File: src/rtl/tx_fifo_drain_if.sv
// tx_fifo_drain_if - FIFO read port and DSP sample port of the TX drain.
//
//   fifo_data       FIFO head word (first-word-fall-through)
//   fifo_src_rdy_i  FIFO not empty
//   fifo_dst_rdy_o  pop strobe back to the FIFO (combinational)
//   strobe          DSP sample request
//   sample          registered sample to the DSP
//   sample_valid    one-cycle pulse, sample was updated
//
// master: the drain block. slave: the FIFO/DSP environment.
interface tx_fifo_drain_if #(
    parameter int WIDTH = 36
);
    logic [WIDTH-1:0] fifo_data;
    logic             fifo_src_rdy_i;
    logic             fifo_dst_rdy_o;
    logic             strobe;
    logic [31:0]      sample;
    logic             sample_valid;

    modport master (
        input  fifo_data, fifo_src_rdy_i, strobe,
        output fifo_dst_rdy_o, sample, sample_valid
    );

    modport slave (
        output fifo_data, fifo_src_rdy_i, strobe,
        input  fifo_dst_rdy_o, sample, sample_valid
    );
endinterface

File: src/rtl/tx_fifo_drain.sv
// tx_fifo_drain - DAC-domain consumer of the external-SRAM TX FIFO.
//
// Pops FIFO lines only on DSP strobes, primes the FIFO before each burst
// (prime_len consecutive non-empty cycles), and flags/counts underruns.
//
// Ports:
//   clk, rst        clock, asynchronous active-high reset
//   enable          run request (level)
//   prime_len       consecutive non-empty cycles required before streaming
//   clear_stats     synchronous clear of underrun_count (wins over increment)
//   bus             FIFO read port + DSP sample port (tx_fifo_drain_if.master)
//   underrun        one-cycle pulse per underrun
//   underrun_count  saturating 16-bit underrun counter
//   state           00 IDLE, 01 PRIME, 10 RUN
//
// Build option: TX_DRAIN_UNDERRUN_HOLD_EN - when defined, sample keeps its
// last value on underrun instead of being forced to zero.
module tx_fifo_drain #(
    parameter int WIDTH      = 36,
    parameter int PRIME_BITS = 8
) (
    input  logic                  clk,
    input  logic                  rst,
    input  logic                  enable,
    input  logic [PRIME_BITS-1:0] prime_len,
    input  logic                  clear_stats,
    tx_fifo_drain_if.master       bus,
    output logic                  underrun,
    output logic [15:0]           underrun_count,
    output logic [1:0]            state
);
    localparam logic [1:0] S_IDLE  = 2'b00;
    localparam logic [1:0] S_PRIME = 2'b01;
    localparam logic [1:0] S_RUN   = 2'b10;

    logic [1:0]            r_state;
    logic [1:0]            w_nxt_state;
    logic [PRIME_BITS-1:0] r_prime_cnt;
    logic [31:0]           r_sample;
    logic                  r_sample_valid;
    logic                  r_underrun;
    logic [15:0]           r_underrun_count;
    logic                  w_pop;
    logic                  w_urun;
    logic                  w_eof;

    // SOF and the two spare bits carry no meaning here.
    logic w_unused_bits;
    assign w_unused_bits = ^{bus.fifo_data[WIDTH-1:34], bus.fifo_data[32]};

    assign w_eof = bus.fifo_data[33];

    // State register
    always_ff @(posedge clk or posedge rst) begin
        if (rst) r_state <= S_IDLE;
        else     r_state <= w_nxt_state;
    end

    // Next-state logic; dropping enable wins over everything.
    always_comb begin
        w_nxt_state = r_state;
        if (!enable) begin
            w_nxt_state = S_IDLE;
        end else begin
            case (r_state)
                S_IDLE:  w_nxt_state = S_PRIME;
                S_PRIME: if (r_prime_cnt == prime_len) w_nxt_state = S_RUN;
                S_RUN:   if ((w_pop && w_eof) || w_urun) w_nxt_state = S_PRIME;
                default: w_nxt_state = S_IDLE;
            endcase
        end
    end

    // Output decode: pop and underrun only in RUN with enable held, so an
    // enable drop masks a coincident strobe in the same cycle.
    always_comb begin
        w_pop  = 1'b0;
        w_urun = 1'b0;
        if (r_state == S_RUN && enable && bus.strobe) begin
            w_pop  = bus.fifo_src_rdy_i;
            w_urun = ~bus.fifo_src_rdy_i;
        end
    end

    assign bus.fifo_dst_rdy_o = w_pop;

    // Prime counter: held at zero outside PRIME, so every PRIME entry starts
    // from zero; any empty cycle restarts the count.
    always_ff @(posedge clk or posedge rst) begin
        if (rst)                   r_prime_cnt <= '0;
        else if (r_state != S_PRIME) r_prime_cnt <= '0;
        else if (bus.fifo_src_rdy_i) r_prime_cnt <= r_prime_cnt + 1'b1;
        else                       r_prime_cnt <= '0;
    end

    // Sample path and underrun statistics
    always_ff @(posedge clk or posedge rst) begin
        if (rst) begin
            r_sample         <= '0;
            r_sample_valid   <= 1'b0;
            r_underrun       <= 1'b0;
            r_underrun_count <= '0;
        end else begin
            r_sample_valid <= w_pop | w_urun;
            r_underrun     <= w_urun;
            if (w_pop) begin
                r_sample <= bus.fifo_data[31:0];
            end else if (w_urun) begin
`ifdef TX_DRAIN_UNDERRUN_HOLD_EN
                r_sample <= r_sample;
`else
                r_sample <= '0;
`endif
            end
            if (clear_stats)
                r_underrun_count <= '0;
            else if (w_urun && r_underrun_count != 16'hFFFF)
                r_underrun_count <= r_underrun_count + 16'd1;
        end
    end

    assign bus.sample       = r_sample;
    assign bus.sample_valid = r_sample_valid;
    assign underrun         = r_underrun;
    assign underrun_count   = r_underrun_count;
    assign state            = r_state;
endmodule

File: src/flat_wrapper.sv
// flat-port wrapper written by rule: the top's interface ports become plain ports
module tx_fifo_drain_flat 
#(
    parameter int WIDTH      = 36,
    parameter int PRIME_BITS = 8
)
  (clk, rst, enable, prime_len, clear_stats, underrun, underrun_count, state, bus_fifo_data, bus_fifo_src_rdy_i, bus_strobe, bus_fifo_dst_rdy_o, bus_sample, bus_sample_valid);
  tx_fifo_drain_if #(.WIDTH(WIDTH)) bus_i ();
  input  logic clk;
  input  logic rst;
  input  logic enable;
  input  logic [PRIME_BITS-1:0] prime_len;
  input  logic clear_stats;
  output logic underrun;
  output logic [15:0] underrun_count;
  output logic [1:0] state;
  input wire logic [$bits(bus_i.fifo_data)-1:0] bus_fifo_data;
  input wire logic [$bits(bus_i.fifo_src_rdy_i)-1:0] bus_fifo_src_rdy_i;
  input wire logic [$bits(bus_i.strobe)-1:0] bus_strobe;
  output wire logic [$bits(bus_i.fifo_dst_rdy_o)-1:0] bus_fifo_dst_rdy_o;
  output wire logic [$bits(bus_i.sample)-1:0] bus_sample;
  output wire logic [$bits(bus_i.sample_valid)-1:0] bus_sample_valid;
  assign bus_i.fifo_data = bus_fifo_data;
  assign bus_i.fifo_src_rdy_i = bus_fifo_src_rdy_i;
  assign bus_i.strobe = bus_strobe;
  assign bus_fifo_dst_rdy_o = bus_i.fifo_dst_rdy_o;
  assign bus_sample = bus_i.sample;
  assign bus_sample_valid = bus_i.sample_valid;
  tx_fifo_drain #(.WIDTH(WIDTH), .PRIME_BITS(PRIME_BITS)) u_core (.clk(clk), .rst(rst), .enable(enable), .prime_len(prime_len), .clear_stats(clear_stats), .bus(bus_i), .underrun(underrun), .underrun_count(underrun_count), .state(state));
endmodule
File: config.mk
export PLATFORM = sky130hd
export DESIGN_NAME = tx_fifo_drain_flat
export DESIGN_NICKNAME = d
export VERILOG_FILES = /design/src/rtl/tx_fifo_drain_if.sv /design/src/rtl/tx_fifo_drain.sv /design/src/flat_wrapper.sv
export SDC_FILE = /design/constraint.sdc
export NUM_CORES = 1
export LEC_CHECK = 0
export ABC_AREA = 1
export BUFFER_PORTS_ARGS = -buffer_cell sky130_fd_sc_hd__buf_2
export CAP_MARGIN = 20
export CELL_PAD_IN_SITES_DETAIL_PLACEMENT = 0
export CELL_PAD_IN_SITES_GLOBAL_PLACEMENT = 1
export CORE_MARGIN = 2
export CORE_UTILIZATION = 39
export DETAILED_ROUTE_END_ITERATION = 10
export GPL_ROUTABILITY_DRIVEN = 0
export PLACE_DENSITY_LB_ADDON = 0.1
export SYNTH_ARGS = -nofsm -noshare
export SYNTH_HDL_FRONTEND = slang
export SYNTH_SLANG_ARGS = --single-unit
File: constraint.sdc
create_clock -name clk -period 4.6 [get_ports clk]
set_input_delay 0 -clock clk [delete_from_list [all_inputs] [get_ports clk]]
set_output_delay 0 -clock clk [all_outputs]
set_load 0.02 [all_outputs]
# --- After elaboration in Yosys (flattened, before gate mapping) ---
# Cells that the tools add are included.
totals:
  register_bits: 60
  input_bits: 50
  output_inout_bits: 53
  word_cells: 38
classes:
  add_sub_neg: 2
  n_eq_ne: 7
  mux: 12
  bitwise_logic: 2
  n_reduce_logical: 9
ops:
  columns: ["op", "n"]
  rows:
  - ["32-bit two-way mux", 2]
  - ["16-bit two-way mux", 2]
  - ["16-bit by 1-bit adder with 16-bit output (second input constant)", 1]
  - ["8-bit two-way mux", 2]
  - ["16-bit != test (second input constant)", 1]
  - ["8-bit by 1-bit adder with 8-bit output (second input constant)", 1]
  - ["8-bit == test", 1]
  - ["2-bit two-way mux", 3]
  - ["3-bit by 2-bit != test with 1-bit output (second input constant)", 2]
  - ["2-bit one-hot mux with 3 select lines", 1]
  - ["1-bit logical AND", 4]
  - ["2-bit nonzero test", 2]
  - ["2-bit by 1-bit == test with 1-bit output (second input constant)", 1]
  - ["2-bit == test (second input constant)", 1]
  - ["2-bit zero test", 1]
  - ["1-bit two-way mux", 2]
  - ["2-bit by 1-bit != test with 1-bit output (second input constant)", 1]
  - ["2-bit AND reduction", 1]
  - ["1-bit logical OR", 1]
  - ["1-bit NOT", 1]
  - ["1-bit bitwise OR", 1]

# --- Depth between registers and ports, before layout ---
# Gate-level depths: netlist (run 1).
logic_depth:
  ltp_word: 9
  mapped_depth: 10
  ltp_nobuf: 9

# --- Worst setup path after synthesis (run 1) ---
# Ideal clock, no wire load.
synth_path:
  path_kind: "reg-to-reg"
  from: "register u_core.r_underrun_count[0], in the netlist u_core.underrun_count[0]"
  to: "register u_core.r_underrun_count[12], in the netlist u_core.underrun_count[12]"
  setup_time_ns: 0.118
  arrival_time_ns: 1.585
  required_ns: 4.482
  path_slack_ns: 2.897
  stages_incl_launch_ff: 11
  path_buffers: 1
  period_less_slack_ns: 1.703
  cell_sequence: "dfrtp_1 ha_1 nand3_1 inv_1 nand2_2 nor2_4 nor2_4 nor2_8 buf_6 nand2_1 nand2_1"
synth_between:
  elab_chain_len: 3
  word_cells_on_any_way: 6
  classes_between: "add/sub (1); eq/ne (1); mux (2); reduce/logical (2)"
synth_lines:
  columns: ["item", "line", "rtl"]
  rows:
  - ["start: declaration", "tx_fifo_drain.sv:42", "logic [15:0] r_underrun_count;"]
  - ["start signal: assignment", "tx_fifo_drain.sv:118", "r_underrun_count <= r_underrun_count + 16'd1;"]
  - ["16-bit by 1-bit adder with 16-bit output / 16-bit != test (equally long branches)", "tx_fifo_drain.sv:118, tx_fifo_drain.sv:117", null]
  - ["16-bit two-way mux / 1-bit logical AND (equally long branches)", "tx_fifo_drain.sv:117", "else if (w_urun && r_underrun_count != 16'hFFFF)"]
  - ["16-bit two-way mux / 2-bit nonzero test (equally long branches)", null, null]
# Several ways; a longest one is shown, not always the timed one. The select of a mux whose other input is x is not followed.
# A chain may end at the register's enable or synchronous reset.

# --- Worst setup path in the final report (run 1) ---
layout_path:
  from: "register u_core.r_state[0], in the netlist u_core.state[0]"
  to: "output bus_fifo_dst_rdy_o"
layout_between:
  elab_chain_len: 4
layout_lines:
  columns: ["item", "line", "rtl"]
  rows:
  - ["start: declaration", "tx_fifo_drain.sv:36", "logic [1:0] r_state;"]
  - ["start signal: assignment", "tx_fifo_drain.sv:56", "else r_state <= w_nxt_state;"]
  - ["2-bit == test", "tx_fifo_drain.sv:79", "if (r_state == S_RUN && enable && bus.strobe) begin"]
  - ["1-bit logical AND (2 in series)", "tx_fifo_drain.sv:79", null]
  - ["1-bit two-way mux", "tx_fifo_drain.sv:79", null]
  - ["end: declaration", "flat_wrapper.sv:20", "output wire logic [$bits(bus_i.fifo_dst_rdy_o)-1:0] bus_fifo_dst_rdy_o;"]
# No other way between the ends.

==> run summary, run 1 <==
Synth-to-Final Area Change: 40.05%
Starting Density: 0.4075
Endpoints failing setup: 0
Via count: 2526
Design Area, Final: 0.003920 mm2
Sink Count: 60
Drt first pass iters: 4
Peak supply drop: 249.3 uV
Placed cell areas: 0.003379 mm2
Warnings from Yosys: 0
Commonest non-fill, non-tap cell in the layout: buf_2
Number of antenna diodes: 0
Cell Area, Synth: 0.002799 mm2
Mux share of post-synthesis cell area: 0
Critical path's largest stage delay: 970 ps
Final nets: 485
Max Freq: 383.5 MHz
Setup crit start kind: flip-flop
Worst min-delay path endpoint: u_core.underrun_count[6]
Initial antenna violation count: 0
Row Count: 30
CP max FO: 36
Die Wd: 88.72 um
Reg clk slew, reported paths: 70 ps
Final Hold Fails: 0
IO Pins: 103
Post-Synth Adder-Cell Area: 0.008941
Outcome: complete, no violations
Avg WL per Cell: 12.94 um
Hold WC Path Type: input port to flip-flop
Sequential element share of the synthesized area: 0.5364
Total Die Area: 0.007870 mm2
Largest net degree at the start of global routing: 61
Total congestion overflow: 0
RSZ-0062 raised after global routing: false
Longest Clk Path Bufs: 2
Critical Path End Type: output port
Root Buffer: clkbuf_8
Worst Tran Pin Value: 1023 ps
Vias in the first global route: 2482
Drt initial violations: 60
Worst slew margin: 0.3173
Die height: 88.72 um
IO Port Bufs: 99
Vias per inst: 4.739
Antenna-violating nets left: 0
Largest family of logic cells by synthesized area: simple AND/OR/NAND/NOR gates
Crit-path slowest cell: nor2_2
R2R cell count: 5
Clk_lat worst skew: 330 ps
Critical Path, Cell by Cell: inv_1, nand4_4, nor2_2, buf_2
Reg-to-reg startpoint: u_core.state[0]
Slew Viols, Final: 0
Worst Skew: 9.518 ps
RR Endpoint: u_core.bus.sample[28]
Total design power: 1690 uW
Post-DP HPWL: 4444 um
Leakage: 0.002068 uW
DRC violations left: 0
Worst EP arrival: 2610 ps
Fin crit share: 0.5668
Core area: 0.006869 mm2
Setup TNS: 0 ps
Setup bufs post-CTS: 0
Hold Slack: 33.14 ps
Crit Path Class: flip-flop to output port
Final setup margin: 1993 ps
Post-synth cell types: 25
Syn avg cell area: 9.488 um2
Most frequent cells in the layout: buf_2, nand2_1, dfrtp_1
CTS resizes: 0
Final Critical Period: 2607 ps
H-tree depth: 3
Synth Area in Simple Gates: 0.2378
Post-synthesis compound-gate area fraction: 0.1234
DP Worst Slack: 2103 ps
Max Cap Viol: 0
# hold bufs at CTS: 35
First-pass GRT wire length: 11550 um
CTS buffer count: 9
Worst Hold Depth: 4
Synth Net Count: 347
Total Routing Usage GR: 0.1932
Worst endpoint required time: 4600 ps
TritonCTS clock tree: yes
PwrDens: 431.2 mW/mm2
Synth Area in XOR/XNOR: 0.04381
Share of cells above drive strength 1: 0.2929
R2R setup slack: 2130 ps
Worst Hold Launch: clear_stats
#FFs+latches synth: 60
Drt total wl: 6897 um
Synth Instances: 295
==> Yosys cell counts, drive strengths merged <==
cell type	n	area, um2
a22o	32	280.3
inv	23	86.33
nand3	16	80.08
ha	2	25.02
nand4	14	102.6
dfrtp	60	1501
xor2	9	78.83
xnor2	5	43.79
o21bai	3	22.52
o21ai	3	15.01
clkbuf	4	15.01
nand3b	1	7.510
nand2	69	261.5
buf	5	37.53
o211ai	1	7.510
a21oi	4	20.02
nor2	41	195.2
or2	3	18.77
==> sequential cells by signal (all words and copies together), names as in the netlist <==
signal / cells
u_core.bus.sample: 32
u_core.underrun_count: 16
u_core.r_prime_cnt: 8
u_core.state: 2
u_core.bus.sample_valid: 1
u_core.underrun: 1
==> power breakdown <==
| group | switching, uW | internal [uW] |
|---|---|---|
| Combinational | 292 | 214 |
| Sequential | 74.3 | 645 |
| Clock | 203 | 262 |
| Total | 569 | 1120 |
==> layer usage <==
layer	global-route usage	vias to the layer above	part of all wire
met2	0.3033	67	0.48
met3	0.05877	2	0.054
li1	-	1267	-
met4	0.06612	0	0.0061
met5	0	-	0
met1	0.2547	1190	0.46
==> area by class of cell <==
cell class	count	area, um2
tap	96	120.1
multi-input combinational	203	1161
inverter	23	86.33
timing repair buffer	136	860.8
fill	635	2949
sequential	60	1501
clock inverter	4	48.80
clock buffer	11	141.4
==> worst max path at each step <==
| stage | start | endpoint | slack (ps) |
|---|---|---|---|
| after detailed placement | u_core.state[0] | u_core.bus.sample[19] | 2100 |
| after floorplan | u_core.underrun_count[0] | u_core.underrun_count[12] | 2900 |
| after global placement | u_core.state[0] | u_core.bus.sample[27] | 2150 |
| after CTS | u_core.state[0] | bus_fifo_dst_rdy_o | 1930 |
| after global routing | u_core.state[0] | bus_fifo_dst_rdy_o | 1760 |
| final | u_core.state[0] | bus_fifo_dst_rdy_o | 1990 |
==> logic make-up (layout without fill, tap and decap cells) <==
group	after synthesis	after routing
and+or+nand+nor	144	144
AOI/OAI and AO/OA	43	43
xor gates and xnor gates	14	14
buffers and inverters	32	174
adders and majority gates	2	2
DFF	60	60
==> worst max-delay path: cells and delay by family, from the launching register on <==
family,cells,cell delay [ps]
buffers and inverters,2,450
DFF,1,380
and+or+nand+nor,2,1430
==> through the flow <==
| step | utilization | std cells |
|---|---|---|
| after global routing | 0.5707 | 533 |
| after global placement | 0.4920 | 483 |
| after floorplan | - | 295 |
| after detailed placement | 0.4920 | 483 |
| final | 0.5707 | 533 |
| after CTS | 0.5707 | 533 |
Note: power is estimated with default switching activity, not from simulation.
==> inputs of run 2 (changes only) <==
--- a/config.mk
+++ b/config.mk
@@ -11,7 +11,7 @@
 export CELL_PAD_IN_SITES_DETAIL_PLACEMENT = 0
 export CELL_PAD_IN_SITES_GLOBAL_PLACEMENT = 1
 export CORE_MARGIN = 2
-export CORE_UTILIZATION = 39
+export CORE_UTILIZATION = 36
 export DETAILED_ROUTE_END_ITERATION = 10
 export GPL_ROUTABILITY_DRIVEN = 0
 export PLACE_DENSITY_LB_ADDON = 0.1
==> constraint.sdc (replaced) <==
create_clock -name clk -period 2.63 [get_ports clk]
set_input_delay 0 -clock clk [delete_from_list [all_inputs] [get_ports clk]]
set_output_delay 0 -clock clk [all_outputs]
set_load 0.02 [all_outputs]
==> run 2 against run 1 <==
  * Register-to-register slack got worse by 1400 ps
  * First-iteration DRC count increased by 8.3%
  * Sequential power is 75% higher
  * Combinational power grew 76%
  * Critical path depth increased by 2
  * Die area increased by 8.0%
  * Routed wire length grew 1.6%
  * Cell area is 1.1% higher
  * Highest routed layer unchanged
==> run summary, run 2 (same netlist as run 1, synthesis figures left out) <==
Design Area, Final: 0.003963 mm2 (+1.1%)
Largest register FFs: 32 (unchanged)
Sink Count: 60 (unchanged)
Drt total wl: 7010 um (+1.6%)
Share of cells above drive strength 1: 0.2993 (+0.006414)
H-tree depth: 3 (unchanged)
Post-DP HPWL: 4519 um (+1.7%)
Starting Density: 0.3660 (-0.04147)
Slew Viols, Final: 0 (unchanged)
Fin crit share: 0.7420
Placed cell areas: 0.003402 mm2 (+0.67%)
Setup TNS: 0 ps (unchanged)
First-pass GRT wire length: 11920 um (+3.2%)
Initial antenna violation count: 0 (unchanged)
CTS resizes: 0 (unchanged)
Outcome: complete, no violations
Final nets: 488 (+0.62%)
Worst endpoint required time: 2630 ps (-1970 ps)
Peak supply drop: 417.0 uV (+67%)
Max Cap Viol: 0 (unchanged)
DRC violations left: 0 (unchanged)
IO Port Bufs: 99 (unchanged)
Final Critical Period: 1951 ps
Final Hold Fails: 0 (unchanged)
Leakage: 0.002085 uW (+0.84%)
Reg clk slew, reported paths: 80 ps (about the same)
Placed insts: 491 (+1.7%)
Fill cells: 707 (+11%)
Setup bufs post-CTS: 0 (unchanged)
Layout Cells excl Fill: 543 (+1.9%)
PwrDens: 757.6 mW/mm2 (+76%)
Synth-to-Final Area Change: 41.57%
Hold Slack: 29.26 ps (-3.887 ps)
Drt initial violations: 65 (+8.3%)
Row Count: 32 (+6.7%)
Total congestion overflow: 0 (unchanged)
TritonCTS clock tree: yes
Total Die Area: 0.008496 mm2 (+8.0%)
Via count: 2574 (+1.9%)
Die Wd: 92.18 um (+3.9%)
Worst Skew: 5.702 ps (-3.815 ps)
Root Buffer: clkbuf_8
Commonest non-fill, non-tap cell in the layout: buf_2
Total design power: 3002 uW (+78%)
IO Pins: 103 (unchanged)
Clk_lat worst skew: 340 ps (about the same)
RSZ-0062 raised after global routing: false
Drt first pass iters: 4 (unchanged)
Antenna-violating nets left: 0 (unchanged)
Worst Tran Pin Value: 525.2 ps (-497.8 ps)
Longest Clk Path Bufs: 2 (unchanged)
Critical Path End Type: output port
Setup crit start kind: flip-flop
Worst EP arrival: 1950 ps (-660 ps)
Most frequent cells in the layout: buf_2, nand2_1, dfrtp_1
CP max FO: 35 (-2.8%)
Endpoints failing setup: 0 (unchanged)
Vias in the first global route: 2560 (+3.1%)
Hold WC Path Type: input port to flip-flop
Worst slew margin: 0.6490 (+0.3317)
Largest net degree at the start of global routing: 36 (-41%)
Total Routing Usage GR: 0.1772 (-0.01603)
Number of antenna diodes: 0 (unchanged)
Max Freq: 512.4 MHz
Vias per inst: 4.740 (about the same)
Core area: 0.007647 mm2 (+11%)
# hold bufs at CTS: 36 (+2.9%)
Avg WL per Cell: 12.91 um (-0.23%)
Crit Path Class: flip-flop to output port
Die height: 92.18 um (+3.9%)
CTS buffer count: 9 (unchanged)
run 2: area by class of cell:
type	count	area (um2)	area share
Inverter	23	86.33	0.02179
Timing Repair Buffer	139	885.9	0.2236
Multi-Input combinational cell	203	1161	0.2930
Clock inverter	7	76.32	0.01926
Sequential cell	60	1501	0.3789
Tap cell	102	127.6	0.03221
Clock buffer	9	123.9	0.03126
run 2: final timing paths:
path / from / end / slack, ps / cells after the start
min in group asynchronous: rst / u_core.bus.sample[4] / 100 / 3
min reg2reg: u_core.bus.sample[15] / u_core.bus.sample[15] / 500 / 1
max in group asynchronous: rst / u_core.underrun_count[8] / 1890 / 4
max reg2reg: u_core.underrun_count[0] / u_core.underrun_count[8] / 700 / 9
min: clear_stats / u_core.underrun_count[4] / 30 / 4
max: u_core.state[0] / bus_fifo_dst_rdy_o / 680 / 6
run 2: power breakdown:
part           internal (uW)  switching (uW)  total [uW]  leakage, uW
Clock                    444             410         854     0.000101
Sequential              1130             129        1260     0.000813
Combinational            378             515         893      0.00117
Total                   1950            1050        3000      0.00209
run 2: metrics by stage:
step                      setup slack [ps]    util
final                                678.6  0.5182
after global routing                 538.7  0.5182
after CTS                            646.8  0.5182
after detailed placement             711.4  0.4449
after global placement               717.1  0.4449
after floorplan                      926.7       -
run 2: layer usage:
metal / GRT usage / up-vias / wire length, um
li1: - / 1270 / -
met1: 0.2273 / 1222 / 3280
met2: 0.2825 / 71 / 3207
met3: 0.04601 / 11 / 393
met4: 0.07836 / 0 / 128
met5: 0 / - / 0
run 2: critical path: stages (launching register included):
cell     delay, ps
dfrtp_1        380
inv_1          150
nand4_4        120
buf_4          270
nor2_2         110
buf_4          330
buf_2          240
==> inputs of run 3 (changes only) <==
==> constraint.sdc (replaced) <==
create_clock -name clk -period 1.9 [get_ports clk]
set_input_delay 0 -clock clk [delete_from_list [all_inputs] [get_ports clk]]
set_output_delay 0 -clock clk [all_outputs]
set_load 0.02 [all_outputs]
==> run 3 against run 2 <==
  * Flip-flop and latch count did not move
  * Critical path depth did not move
  * Hold slack improved by 31 ps
  * Utilization rose by 0.82 points
  * First-iteration DRC count increased by 83%
  * Clock skew grew 7.5 ps
  * Cell area is 1.6% higher
  * Sequential power rose by 38%
  * Critical path type unchanged
  * Largest cell class unchanged
==> run summary, run 3 (same netlist as run 1, synthesis figures left out) <==
Crit-path slowest cell: dfrtp_1
Longest Clk Path Bufs: 2 (unchanged)
Setup bufs post-CTS: 0 (unchanged)
Fin crit share: 0.9291
RR Endpoint: u_core.underrun_count[14]
Max Cap Viol: 0 (unchanged)
Top Family by Delay on Critical Path: buffers and inverters
Worst endpoint required time: 1900 ps (-730 ps)
Outcome: complete, no violations
Drt first pass iters: 5 (+1)
Crit Path Class: flip-flop to output port
H-tree depth: 3 (unchanged)
PwrDens: 1020 mW/mm2 (+35%)
DP Worst Slack: 265.5 ps (-445.9 ps)
Most frequent cells in the layout: buf_2, nand2_1, dfrtp_1
Buf/Inv on CP: 4 (unchanged)
Number of antenna diodes: 0 (unchanged)
Peak supply drop: 603.1 uV (+45%)
RSZ-0062 raised after global routing: false
Die Wd: 92.18 um (unchanged)
R2R setup slack: 270 ps (-430 ps)
Setup crit start kind: flip-flop
Final setup margin: 134.7 ps (-543.8 ps)
Slew Viols, Final: 0 (unchanged)
Worst Tran Pin Value: 591.8 ps (+66.57 ps)
CTS buffer count: 9 (unchanged)
Final Critical Period: 1765 ps
Critical path's largest stage delay: 380 ps (about the same)
Avg WL per Cell: 12.81 um (-0.77%)
Final nets: 494 (+1.2%)
Critical Path, Cell by Cell: inv_1, nand4_4, buf_4, nor2_2, buf_12, buf_2
Synth-to-Final Area Change: 43.81%
Vias in the first global route: 2513 (-1.8%)
CTS resizes: 0 (unchanged)
TritonCTS clock tree: yes
Initial antenna violation count: 0 (unchanged)
Worst Hold Launch: clear_stats
Sink Count: 60 (unchanged)
Clock power share: 0.275 (-0.009)
Post-DP HPWL: 4668 um (+3.3%)
Final Hold Fails: 0 (unchanged)
Vias per inst: 4.714 (-0.55%)
Layout Cells excl Fill: 549 (+1.1%)
IO Pins: 103 (unchanged)
Final Core Density: 0.5263 (+0.008181)
Critical Path End Type: output port
Starting Density: 0.3660 (unchanged)
Switching power: 1404 uW (+33%)
Drt initial violations: 119 (+83%)
Placed insts: 497 (+1.2%)
Worst Hold Depth: 4 (unchanged)
# hold bufs at CTS: 36 (unchanged)
Largest register FFs: 32 (unchanged)
Leakage: 0.002115 uW (+1.4%)
IO Port Bufs: 99 (unchanged)
Drt total wl: 7033 um (+0.33%)
R2R cell count: 9 (unchanged)
Clk_lat worst skew: 330 ps (about the same)
Hold WC Path Type: input port to flip-flop
Worst Skew: 13.16 ps (+7.461 ps)
Die height: 92.18 um (unchanged)
Sw Ratio: 0.3422 (-0.008726)
CP max FO: 33 (-5.7%)
DRC violations left: 0 (unchanged)
Critical path depth: 6 (unchanged)
Largest net degree at the start of global routing: 34 (-5.6%)
Worst min-delay path endpoint: u_core.underrun_count[5]
Share of cells above drive strength 1: 0.3065 (+0.007168)
Total Routing Usage GR: 0.1731 (-0.004072)
Via count: 2588 (+0.54%)
Root Buffer: clkbuf_8
Total Die Area: 0.008496 mm2 (unchanged)
Core area: 0.007647 mm2 (unchanged)
Comb power frac: 0.302 (+0.005)
Row Count: 32 (unchanged)
Endpoints failing setup: 0 (unchanged)
Setup TNS: 0 ps (unchanged)
Reg-to-reg startpoint: u_core.underrun_count[0]
Worst EP arrival: 1770 ps (-180 ps)
Total congestion overflow: 0 (unchanged)
Commonest non-fill, non-tap cell in the layout: buf_2
Reg clk slew, reported paths: 80 ps (about the same)
Max Freq: 566.5 MHz
Internal: 2699 uW (+39%)
Register share of total power: 0.423 (+0.005)
First-pass GRT wire length: 11640 um (-2.3%)
Antenna-violating nets left: 0 (unchanged)
Worst slew margin: 0.6049 (-0.04412)
run 3: cell count changes in the layout (fill, tap and decap cells not counted), sizes merged:
| cell | before | now |
|---|---|---|
| inv | 24 | 23 |
| buf | 103 | 109 |
| clkbuf | 9 | 10 |
run 3: worst max-delay path by stage:
stage / start / to / slack, ps
after floorplan: u_core.underrun_count[0] / u_core.underrun_count[12] / 200
after global placement: u_core.underrun_count[0] / u_core.underrun_count[13] / 300
after detailed placement: u_core.underrun_count[0] / u_core.underrun_count[2] / 270
after CTS: u_core.state[0] / bus_fifo_dst_rdy_o / 100
after global routing: u_core.state[0] / bus_fifo_dst_rdy_o / 3
final: u_core.state[0] / bus_fifo_dst_rdy_o / 130
run 3: worst min-delay path: stages:
cell and delay (ps):
buf_2 150, nor2_8 90, nand2_1 60, nand2_1 40
run 3: power by group through the flow:
stage	sequential, uW	combinational, uW	clock, uW
after floorplan	2080	417	0
after global placement	1750	1180	0
after detailed placement	1730	1210	0
after CTS	1730	1250	1160
after global routing	1780	1350	1210
final	1740	1240	1130
run 3: metrics by stage:
stage	hold slack, ps	cell area, um2	power (uW)
after global routing	68.24	4025	4336
after floorplan	65.13	2799	2500
after CTS	50.99	4025	4145
after detailed placement	114.8	3472	2942
after global placement	121.4	3472	2935
final	59.92	4025	4104
run 3: cell type report:
type	instances	area [um2]
clock buffers	10	127.6
clock inverters	6	65.06
fillers	749	3622
inverters	23	86.33
multi-input cells	203	1161
flip-flops and latches	60	1501
well taps	102	127.6
repair buffers	145	955.9
run 3: metal layers:
layer	part of all wire	GRT usage	vias up
met1	0.48	0.2354	1217
li1	-	-	1281
met5	0	0	-
met2	0.45	0.2702	79
met3	0.047	0.03780	11
met4	0.017	0.06716	0
